### config.mk
export PLATFORM = sky130hd
export DESIGN_NAME = hazard_ctrl
export DESIGN_NICKNAME = d
export VERILOG_FILES = /design/src/rtl/hazard_ctrl_pkg.sv /design/src/rtl/hazard_ctrl_pipe_scoreboard.sv /design/src/rtl/hazard_ctrl.sv
export SDC_FILE = /design/constraint.sdc
export NUM_CORES = 1
export LEC_CHECK = 0
export CAP_MARGIN = 20
export CORE_ASPECT_RATIO = 1.1
export CORE_MARGIN = 2
export CORE_UTILIZATION = 40
export CTS_BUF_LIST = sky130_fd_sc_hd__clkbuf_8
export DETAILED_ROUTE_END_ITERATION = 8
export PLACE_DENSITY = 0.65
export SYNTH_ARGS = -nofsm -noshare
export SYNTH_HDL_FRONTEND = slang
export SYNTH_SLANG_ARGS = --single-unit
export TNS_END_PERCENT = 20
### constraint.sdc
create_clock -name clk -period 3.8 [get_ports clk]
set_input_delay 0.76 -clock clk [delete_from_list [all_inputs] [get_ports clk]]
set_output_delay 0.76 -clock clk [all_outputs]
set_load 0.01 [all_outputs]
### src/rtl/hazard_ctrl_pkg.sv
`default_nettype none
// ============================================================================
// Module      : hazard_ctrl_pkg
// Description : Shared types and constants for the pipeline hazard controller
//               (sequencing states, forwarding select codes, in-flight slot).
// Revision    : 1.0 - initial release
// ============================================================================
package hazard_ctrl_pkg;

    // Widest register address a slot can hold; narrower addresses zero-extend.
    localparam int c_SLOT_AW = 8;

    typedef enum logic [1:0] {
        RUN   = 2'd0,
        DRAIN = 2'd1,
        HALT  = 2'd2
    } state_t;

    localparam logic [1:0] FWD_RF    = 2'b00;
    localparam logic [1:0] FWD_EXMEM = 2'b01;
    localparam logic [1:0] FWD_MEMWB = 2'b10;

    typedef struct packed {
        logic                 valid;
        logic [c_SLOT_AW-1:0] rd;
        logic                 regwrite;
        logic                 load;
    } slot_t;

    // Empty slots are always loaded as all-zero, so any set bit means busy.
    localparam slot_t c_SLOT_NONE = '0;

    function automatic logic slot_busy(input slot_t s);
        return s != c_SLOT_NONE;
    endfunction

endpackage
`default_nettype wire

### src/rtl/hazard_ctrl_pipe_scoreboard.sv
`default_nettype none
// ============================================================================
// Module      : hazard_ctrl_pipe_scoreboard
// Description : EX/MEM/WB destination-register slot pipeline with operand
//               match and load-use detection for the instruction in ID.
// Revision    : 1.0 - initial release
// ============================================================================
module hazard_ctrl_pipe_scoreboard
    import hazard_ctrl_pkg::*;
#(
    parameter int REG_AW             = 4,
    parameter bit ZERO_REG_HARDWIRED = 1'b1
) (
    input  logic              clk,
    input  logic              clear,
    input  logic              issue,
    input  logic [REG_AW-1:0] id_rs,
    input  logic [REG_AW-1:0] id_rt,
    input  logic [REG_AW-1:0] id_rd,
    input  logic              id_uses_rs,
    input  logic              id_uses_rt,
    input  logic              id_regwrite,
    input  logic              id_memread,
    output logic              ex_valid,
    output logic              mem_valid,
    output logic              ex_match_rs,
    output logic              ex_match_rt,
    output logic              mem_match_rs,
    output logic              mem_match_rt,
    output logic              load_use,
    output logic              pipe_empty
);

    slot_t r_ex;
    slot_t r_mem;
    slot_t r_wb;
    slot_t w_ex_nxt;

    function automatic logic slot_match(input slot_t s, input logic [REG_AW-1:0] x,
                                        input logic used);
        return s.valid && s.regwrite && used && (s.rd == c_SLOT_AW'(x))
               && !(ZERO_REG_HARDWIRED && (x == '0));
    endfunction

    // Build the EX slot entry for the instruction leaving ID (empty if it does not issue).
    always_comb begin
        w_ex_nxt = c_SLOT_NONE;
        if (issue) begin
            w_ex_nxt.valid    = 1'b1;
            w_ex_nxt.rd       = c_SLOT_AW'(id_rd);
            w_ex_nxt.regwrite = id_regwrite;
            w_ex_nxt.load     = id_memread;
        end
    end

    // Advance the in-flight slots one stage every cycle.
    always_ff @(posedge clk or negedge clear) begin
        if (!clear) begin
            r_ex  <= c_SLOT_NONE;
            r_mem <= c_SLOT_NONE;
            r_wb  <= c_SLOT_NONE;
        end else begin
            r_ex  <= w_ex_nxt;
            r_mem <= r_ex;
            r_wb  <= r_mem;
        end
    end

    assign ex_valid     = r_ex.valid;
    assign mem_valid    = r_mem.valid;
    assign ex_match_rs  = slot_match(r_ex,  id_rs, id_uses_rs);
    assign ex_match_rt  = slot_match(r_ex,  id_rt, id_uses_rt);
    assign mem_match_rs = slot_match(r_mem, id_rs, id_uses_rs);
    assign mem_match_rt = slot_match(r_mem, id_rt, id_uses_rt);
    assign load_use     = r_ex.load && (ex_match_rs || ex_match_rt);
    assign pipe_empty   = !slot_busy(r_ex) && !slot_busy(r_mem) && !slot_busy(r_wb);

endmodule
`default_nettype wire

### src/rtl/hazard_ctrl.sv
`default_nettype none
// ============================================================================
// Module      : hazard_ctrl
// Description : 5-stage pipeline sequencing controller: stall/flush/bubble
//               enables, branch PC select, registered EX forwarding selects,
//               halt drain sequencing and a saturating load-use stall counter.
// Revision    : 1.0 - initial release
// ============================================================================
module hazard_ctrl
    import hazard_ctrl_pkg::*;
#(
    parameter int REG_AW             = 4,
    parameter bit ZERO_REG_HARDWIRED = 1'b1,
    parameter int CNT_W              = 16
) (
    input  logic              clk,
    input  logic              clear,
    input  logic              id_valid,
    input  logic [REG_AW-1:0] id_rs,
    input  logic [REG_AW-1:0] id_rt,
    input  logic [REG_AW-1:0] id_rd,
    input  logic              id_uses_rs,
    input  logic              id_uses_rt,
    input  logic              id_regwrite,
    input  logic              id_memread,
    input  logic              id_halt,
    input  logic              ex_branch_taken,
    output logic              pc_we,
    output logic              ifid_we,
    output logic              ifid_flush,
    output logic              idex_bubble,
    output logic              pc_sel_branch,
    output logic [1:0]        fwd_a,
    output logic [1:0]        fwd_b,
    output logic              halted,
    output logic [CNT_W-1:0]  stall_count
);

    state_t           r_state;
    state_t           w_state_nxt;
    logic [1:0]       r_fwd_a;
    logic [1:0]       r_fwd_b;
    logic [CNT_W-1:0] r_stall_count;

    logic w_pc_we, w_ifid_we, w_flush, w_bubble, w_sel_branch, w_count_stall;
    logic w_issue;
    logic w_ex_valid, w_mem_valid, w_pipe_empty, w_load_use;
    logic w_ex_rs, w_ex_rt, w_mem_rs, w_mem_rt;

    hazard_ctrl_pipe_scoreboard #(
        .REG_AW             (REG_AW),
        .ZERO_REG_HARDWIRED (ZERO_REG_HARDWIRED)
    ) u_pipe_scoreboard (
        .clk          (clk),
        .clear        (clear),
        .issue        (w_issue),
        .id_rs        (id_rs),
        .id_rt        (id_rt),
        .id_rd        (id_rd),
        .id_uses_rs   (id_uses_rs),
        .id_uses_rt   (id_uses_rt),
        .id_regwrite  (id_regwrite),
        .id_memread   (id_memread),
        .ex_valid     (w_ex_valid),
        .mem_valid    (w_mem_valid),
        .ex_match_rs  (w_ex_rs),
        .ex_match_rt  (w_ex_rt),
        .mem_match_rs (w_mem_rs),
        .mem_match_rt (w_mem_rt),
        .load_use     (w_load_use),
        .pipe_empty   (w_pipe_empty)
    );

    // Per-state pipeline enables and next state; branch always wins over hazards and halt.
    always_comb begin
        w_pc_we       = 1'b0;
        w_ifid_we     = 1'b0;
        w_flush       = 1'b0;
        w_bubble      = 1'b0;
        w_sel_branch  = 1'b0;
        w_count_stall = 1'b0;
        w_state_nxt   = r_state;
        case (r_state)
            RUN: begin
                if (ex_branch_taken) begin
                    {w_sel_branch, w_pc_we, w_ifid_we, w_flush, w_bubble} = 5'b11111;
                end else if (w_load_use) begin
                    w_bubble      = 1'b1;
                    w_count_stall = 1'b1;
                end else if (id_valid && id_halt) begin
                    w_state_nxt = DRAIN;
                end else begin
                    w_pc_we   = 1'b1;
                    w_ifid_we = 1'b1;
                end
            end
            DRAIN: begin
                if (ex_branch_taken) begin
                    {w_sel_branch, w_pc_we, w_ifid_we, w_flush, w_bubble} = 5'b11111;
                    w_state_nxt = RUN;
                end else begin
                    w_bubble = 1'b1;
                    // EX is always bubbled here, so the pipe is empty after the shift
                    // once EX and MEM are empty now.
                    if (!w_ex_valid && !w_mem_valid) begin
                        w_state_nxt = HALT;
                    end
                end
            end
            default: begin
                w_bubble = 1'b1;
            end
        endcase
    end

    assign w_issue = id_valid && !w_bubble;

    // Hold the pipeline safe for as long as reset is asserted.
    always_comb begin
        if (!clear) begin
            pc_we         = 1'b0;
            ifid_we       = 1'b0;
            ifid_flush    = 1'b1;
            idex_bubble   = 1'b1;
            pc_sel_branch = 1'b0;
        end else begin
            pc_we         = w_pc_we;
            ifid_we       = w_ifid_we;
            ifid_flush    = w_flush;
            idex_bubble   = w_bubble;
            pc_sel_branch = w_sel_branch;
        end
    end

    // State, forwarding selects for the issuing instruction, and stall counter.
    always_ff @(posedge clk or negedge clear) begin
        if (!clear) begin
            r_state       <= RUN;
            r_fwd_a       <= FWD_RF;
            r_fwd_b       <= FWD_RF;
            r_stall_count <= '0;
        end else begin
            r_state <= w_state_nxt;
            if (w_issue) begin
                r_fwd_a <= w_ex_rs ? FWD_EXMEM : (w_mem_rs ? FWD_MEMWB : FWD_RF);
                r_fwd_b <= w_ex_rt ? FWD_EXMEM : (w_mem_rt ? FWD_MEMWB : FWD_RF);
            end else begin
                r_fwd_a <= FWD_RF;
                r_fwd_b <= FWD_RF;
            end
            if (w_count_stall && (r_stall_count != '1)) begin
                r_stall_count <= r_stall_count + CNT_W'(1);
            end
        end
    end

    assign fwd_a       = r_fwd_a;
    assign fwd_b       = r_fwd_b;
    assign halted      = (r_state == HALT) && w_pipe_empty;
    assign stall_count = r_stall_count;

endmodule
`default_nettype wire

### Word level (Yosys, flattened, before mapping)

Cells that the tools add are included.

| operators by class | value |
|---|---|
| reduce and logical (&&, ||, !) cells | 40 |
| $add $sub $neg | 1 |
| mux-type cells | 28 |
| eq/ne operators | 11 |

Operators with widths:

| operator | number |
|---|---|
| nonzero test 11 bit | 3 |
| == test 8 x 4 -> 1 bit | 4 |
| logical AND 1 bit | 22 |
| 2-to-1 mux 2 bit | 11 |
| adder 16 x 1 -> 16 bit (second input constant) | 1 |
| != test 16 bit (second input constant) | 1 |
| 2-to-1 mux 1 bit | 14 |
| 2-to-1 mux 11 bit | 1 |
| logical NOT 1 bit | 8 |
| logical NOT 4 bit | 2 |
| != test 2 bit (second input constant) | 3 |
| AND reduction 5 bit | 1 |
| one-hot mux 2 bit (2 select lines) | 1 |
| != test 3 bit (second input constant) | 1 |
| == test 2 x 1 -> 1 bit (second input constant) | 1 |
| == test 2 bit (second input constant) | 1 |
| logical NOT 2 bit | 1 |
| one-hot mux 1 bit (2 select lines) | 1 |
| nonzero test 2 bit | 1 |
| OR reduction 2 bit | 1 |
| logical OR 1 bit | 1 |

| word-level totals | value |
|---|---|
| input bits | 21 |
| output and inout port bits | 26 |
| word-level logic and storage cells | 96 |
| register bits after elaboration | 55 |

### Depth between registers and ports, before layout

| depth | value |
|---|---|
| depth in word-level cells | 12 |
| mapped depth | 8 |
| depth with buffers taken out | 7 |

### Cells and area by module

Synthesis repeated with hierarchy kept, for this count alone.

| second synthesis, totals | value |
|---|---|
| cells, all modules | 169 |
| area total of the unflattened synthesis | 2000.7 um2 |

By module, submodules not included:

| module | instances | cells an instance | sequential area each (um2) | area each (um2) |
|---|---|---|---|---|
| hazard_ctrl | 1 | 103 | 550.5 | 1139.8 |
| hazard_ctrl_pipe_scoreboard | 1 | 66 | 525.5 | 860.8 |

### Worst setup path before layout

Ideal clock, no wire load.

| timing path | value |
|---|---|
| path kind | input to output |
| from | input port id_rt[0] |
| to | output port pc_we |
| path buffers | 1 |
| arrival time | 1.812 ns |
| data required time | 3.040 ns |
| setup slack | 1.228 ns |
| stages | 7 |
| cell sequence | o41ai_2 -> nor3_2 -> nand2_2 -> nand2_2 -> nand2_1 -> a31o_1 -> buf_4 |

| between the ends | value |
|---|---|
| word-level cells in the longest chain between the ends | 9 |
| elaborated cells on any way between the ends | 11 |
| those cells by class | eq/ne (1); mux (4); reduce/logical (6) |

RTL lines:

| item | line | text |
|---|---|---|
| start, declared | hazard_ctrl.sv:20 | `input logic [REG_AW-1:0] id_rt,` |
| == test 8 x 4 -> 1 bit or logical NOT 4 bit (tied branches) | hazard_ctrl_pipe_scoreboard.sv:41, hazard_ctrl_pipe_scoreboard.sv:42 |  |
| logical AND 1 bit or logical NOT 1 bit (tied branches) | hazard_ctrl_pipe_scoreboard.sv:41, hazard_ctrl_pipe_scoreboard.sv:42 |  |
| logical AND 1 bit (*) | hazard_ctrl_pipe_scoreboard.sv:42 | `&& !(ZERO_REG_HARDWIRED && (x == '0));` |
| logical OR 1 bit (*) | hazard_ctrl_pipe_scoreboard.sv:75 | `assign load_use = r_ex.load && (ex_match_rs \|\| ex_match_rt);` |
| logical AND 1 bit (*) | hazard_ctrl_pipe_scoreboard.sv:75 |  |
| 2-to-1 mux 1 bit (*) (2 in a row) | - |  |
| one-hot mux 1 bit (2 select lines) (*) | - |  |
| 2-to-1 mux 1 bit (*) | - |  |
| end, declared | hazard_ctrl.sv:28 | `output logic pc_we,` |

Mark *: on every way between the ends. The rest lies on a longest branch, timed or not.

### Worst setup path in the final report

| timing path | value |
|---|---|
| from | input port id_rs[0] |
| to | output port pc_we |

| between the ends | value |
|---|---|
| word-level cells in the longest chain between the ends | 9 |
| elaborated cells on any way between the ends | 11 |
| those cells by class | eq/ne (1); mux (4); reduce/logical (6) |

RTL lines:

| item | line | text |
|---|---|---|
| start, declared | hazard_ctrl.sv:19 | `input logic [REG_AW-1:0] id_rs,` |
| == test 8 x 4 -> 1 bit or logical NOT 4 bit (tied branches) | hazard_ctrl_pipe_scoreboard.sv:41, hazard_ctrl_pipe_scoreboard.sv:42 |  |
| logical AND 1 bit or logical NOT 1 bit (tied branches) | hazard_ctrl_pipe_scoreboard.sv:41, hazard_ctrl_pipe_scoreboard.sv:42 |  |
| logical AND 1 bit (*) | hazard_ctrl_pipe_scoreboard.sv:42 |  |
| logical OR 1 bit (*) | hazard_ctrl_pipe_scoreboard.sv:75 |  |
| logical AND 1 bit (*) | hazard_ctrl_pipe_scoreboard.sv:75 |  |
| 2-to-1 mux 1 bit (*) | hazard_ctrl.sv:87 | `end else if (w_load_use) begin` |
| 2-to-1 mux 1 bit (*) | hazard_ctrl.sv:85 | `if (ex_branch_taken) begin` |
| one-hot mux 1 bit (2 select lines) (*) | hazard_ctrl.sv:83 | `case (r_state)` |
| 2-to-1 mux 1 bit (*) | hazard_ctrl.sv:120 | `if (!clear) begin` |

Marked as above.

==> metrics.csv <==
stage;metric;value;unit
sta;worst_pin_slew;0.423;ns
die;die_y;76.9;um
setup_path;path_class;in -> out;
cts;cts_tree;yes;
routing;drtPass1Iterations;4;
die;start_util;0.415;
sta;fin_crit_sh;0.942;
setup_path;endpoint_kind;primary output;
synthesis;synth_common_cells;dfrtp_1, xnor2_1, nand2_1;
die;ioPinCount;47;
routing;vias;1403;
routing;wl;4150;um
setup_path;arrival;2.82;ns
setup_path;max_stage_delay;0.54;ns
job;max_cap_viol_count;0;
sta;drv_slew;0;
finish;layoutNonFillerInstCount;270;
setup_path;path_buf_inv;2;
sta;fin_skew;0.00364;ns
finish;syn_to_final_growth;32.5;%
die;die-width;70.2;um
finish;fillers;399;
cts;postCtsResizedCells;0;
routing;wl_met3;197;um
synthesis;synth_flop_cell;dfrtp_1;
placed_design;post_dp_cell_area;2440;sq um
power_and_ir_drop;p_total;1.04;mW
global_routing;track_usage;0.168;
finish;diodes;0;
power_and_ir_drop;p_seq_frac;0.485;
placed_design;dp_cells;262;
synthesis;yosysTopAreaCell;dfrtp_1;
synthesis;synthTopCellsByArea;dfrtp_1, xnor2_1, xor2_1;
synthesis;synthArstFlopShare;1.00;
placed_design;dp.final_hpwl;3140;um
setup_path;cp_top_family;buffers and inverters;
power_and_ir_drop;power.switching;0.264;mW
routing;drc;0;
die;core-area;4650;sq um
synthesis;ys_types;33;
synthesis;syn_area;1930;sq um
sta;fmax;279;MHz
power_and_ir_drop;pwr-share-clk;0.348;
synthesis;syn_area_per_cell;11.9;sq um
global_routing;antenna_found_initial;0;
routing;final_antenna_net_count;0;
cts;hold_buffers;0;
setup_path;cp-start-kind;input pin;
finish;ff_latch_area;1080;sq um
sta;hold_viol_final;0;
synthesis;seq_area_frac_synth;0.557;
setup_path;path_cells;clkdlybuf4s50_1, o41ai_2, nor3_1, nand2_2, nand2_2, nand2_1, a31o_1, clkdlybuf4s50_1;
die;placementRows;26;
sta;rsz0062_at_grt;false;
setup_path;critPathSlowestCell;clkdlybuf4s50_1;
cts;numCtsBuffers;5;
die;die-area;5400;sq um
hold_path;hold_class;reg -> reg;
cts;cts_root_buf;clkbuf_8;
placed_design;gp_congestion;0.899;
routing;top_layer;met4;
routing;wire_per_inst;15.4;um
power_and_ir_drop;p_int;0.774;mW
cts;htreeDepth;2;
sta;fin_tns_setup;0;ns
placed_design;pre_cts_ws;0.214;ns
setup_path;crit_required;3.04;ns
routing;wl_met1;1910;um
placed_design;port_buffers;46;
finish;fin_area;2560;sq um
routing;drt-vias-per-instance;5.20;
routing;first_iter_violations;92;
finish;drive_above_1_share;0.112;
sta;finalSetupViolCount;0;
power_and_ir_drop;power_density;406;nW/um^2
synthesis;yosysWarnings;0;
synthesis;netlist.area_leader.share;0.557;
synthesis;synth_edf_count;0;
sta;setup_slack;0.222;ns
status;status;finished clean;
power_and_ir_drop;p_sw_frac;0.254;
synthesis;synth_most_common_cell;dfrtp_1;
synthesis;synth_nets;184;
global_routing;grt_max_degree;29;
power_and_ir_drop;p_leak;1.12;nW
setup_path;cp_max_fo;3;
finish;multi_input_area;821;sq um
sta;slew_headroom;0.715;
synthesis;netlist_instances;162;
power_and_ir_drop;combinationalPowerShare;0.167;
global_routing;grt_pass1_vias;1490;
global_routing;grt_pass1_wl;7180;um
routing;routed-wl-met2;1970;um
cts;ctsLongestPathBuffers;2;
sta;finalCriticalPeriod;3.58;ns
synthesis;synth-seq-cells;43;
cts;path_clk_slew;0.08;ns
cts;insertion_delay;0.29;ns
finish;fin_nets;235;
cts;clkSinkCount;43;
power_and_ir_drop;vdd_drop_max;0.209;mV
global_routing;overflow;0;
cts;postCtsSetupRepairBufs;0;
-- registers in the layout, summed over array words and instances (netlist names) --
register	cells
stall_count	16
u_pipe_scoreboard.ex_valid	1
u_pipe_scoreboard.r_mem	6
u_pipe_scoreboard.r_ex	6
fwd_a	2
u_pipe_scoreboard.mem_valid	1
u_pipe_scoreboard.r_wb	7
r_state	2
fwd_b	2
-- stage by stage --
stage	utilization	hold slack (ns)
6_report	0.550	0.382
5_1_grt	0.550	0.400
4_1_cts	0.550	0.386
3_5_place_dp	0.525	0.367
3_3_place_gp	0.525	0.369
2_1_floorplan	-	0.355
-- metal layers --
metal / global-route usage / vias to the layer above
met5: 0 / -
met4: 0.0692 / 0
met3: 0.0368 / 7
met2: 0.268 / 44
met1: 0.219 / 682
li1: - / 670
-- power by group through the flow --
stage | sequential [mW] | combinational [mW] | clock (mW)
2_1_floorplan | 0.504 | 0.0901 | 0
3_3_place_gp | 0.510 | 0.173 | 0
3_5_place_dp | 0.511 | 0.176 | 0
4_1_cts | 0.503 | 0.176 | 0.371
5_1_grt | 0.507 | 0.188 | 0.396
6_report | 0.503 | 0.173 | 0.362
-- layout by cell type, fill, tap and decap left out, drive strengths merged --
cell,n
a21boi,1
a211oi,1
mux2,1
o41ai,2
a31o,2
nor4b,1
clkbuf,5
buf,3
nor3,8
nor2,9
a21oi,1
and2,1
clkdlybuf4s50,45
xor2,9
a32o,1
and4b,2
xnor2,22
nor4,3
ha,1
inv,2
bufinv,1
dfrtp,43
o21bai,1
nor3b,1
and3,12
nand3,4
nand2,16
nand3b,2
clkinv,1
o21ai,1
nand4,11
o311ai,1
-- final timing paths --
kind                                       startpoint  slack [ns]  cells after the start                        end
max                                          id_rs[0]        0.22                      8                      pc_we
max reg2reg                            stall_count[0]        1.84                      6             stall_count[1]
min in group asynchronous                       clear        0.39                      1                 r_state[1]
max in group asynchronous                       clear        2.71                      2                   fwd_a[0]
min                        u_pipe_scoreboard.r_mem[0]        0.38                      0  u_pipe_scoreboard.r_wb[0]
min reg2reg                u_pipe_scoreboard.r_mem[0]        0.38                      0  u_pipe_scoreboard.r_wb[0]
-- kinds of logic after synthesis --
group,count (synthesis),share of synthesized area
DFF,43,0.557
muxes,1,0.00583
xor gates and xnor gates,31,0.141
AOI/OAI and AO/OA,11,0.0642
and+or+nand+nor,70,0.208
buffers and inverters,5,0.0175
adders and majority gates,1,0.00648
-- worst reg2reg max path: cells and delay by family, from the launching register on --
family,cells,cell delay [ns]
AO/OA/AOI/OAI,2,0.49
flip-flops,1,0.42
adder cells (fa/ha/maj),1,0.23
multiplexers,1,0.36
AND/OR/NAND/NOR,2,0.35
-- area by class of cell --
type | instances | share of cell area
clock buffers | 5 | 0.0269
clock inverters | 3 | 0.0186
inverters | 1 | 0.00147
multi-input cells | 114 | 0.321
flip-flops and latches | 43 | 0.421
well taps | 56 | 0.0274
repair buffers | 48 | 0.184
Note: power is estimated with default switching activity, not from simulation.
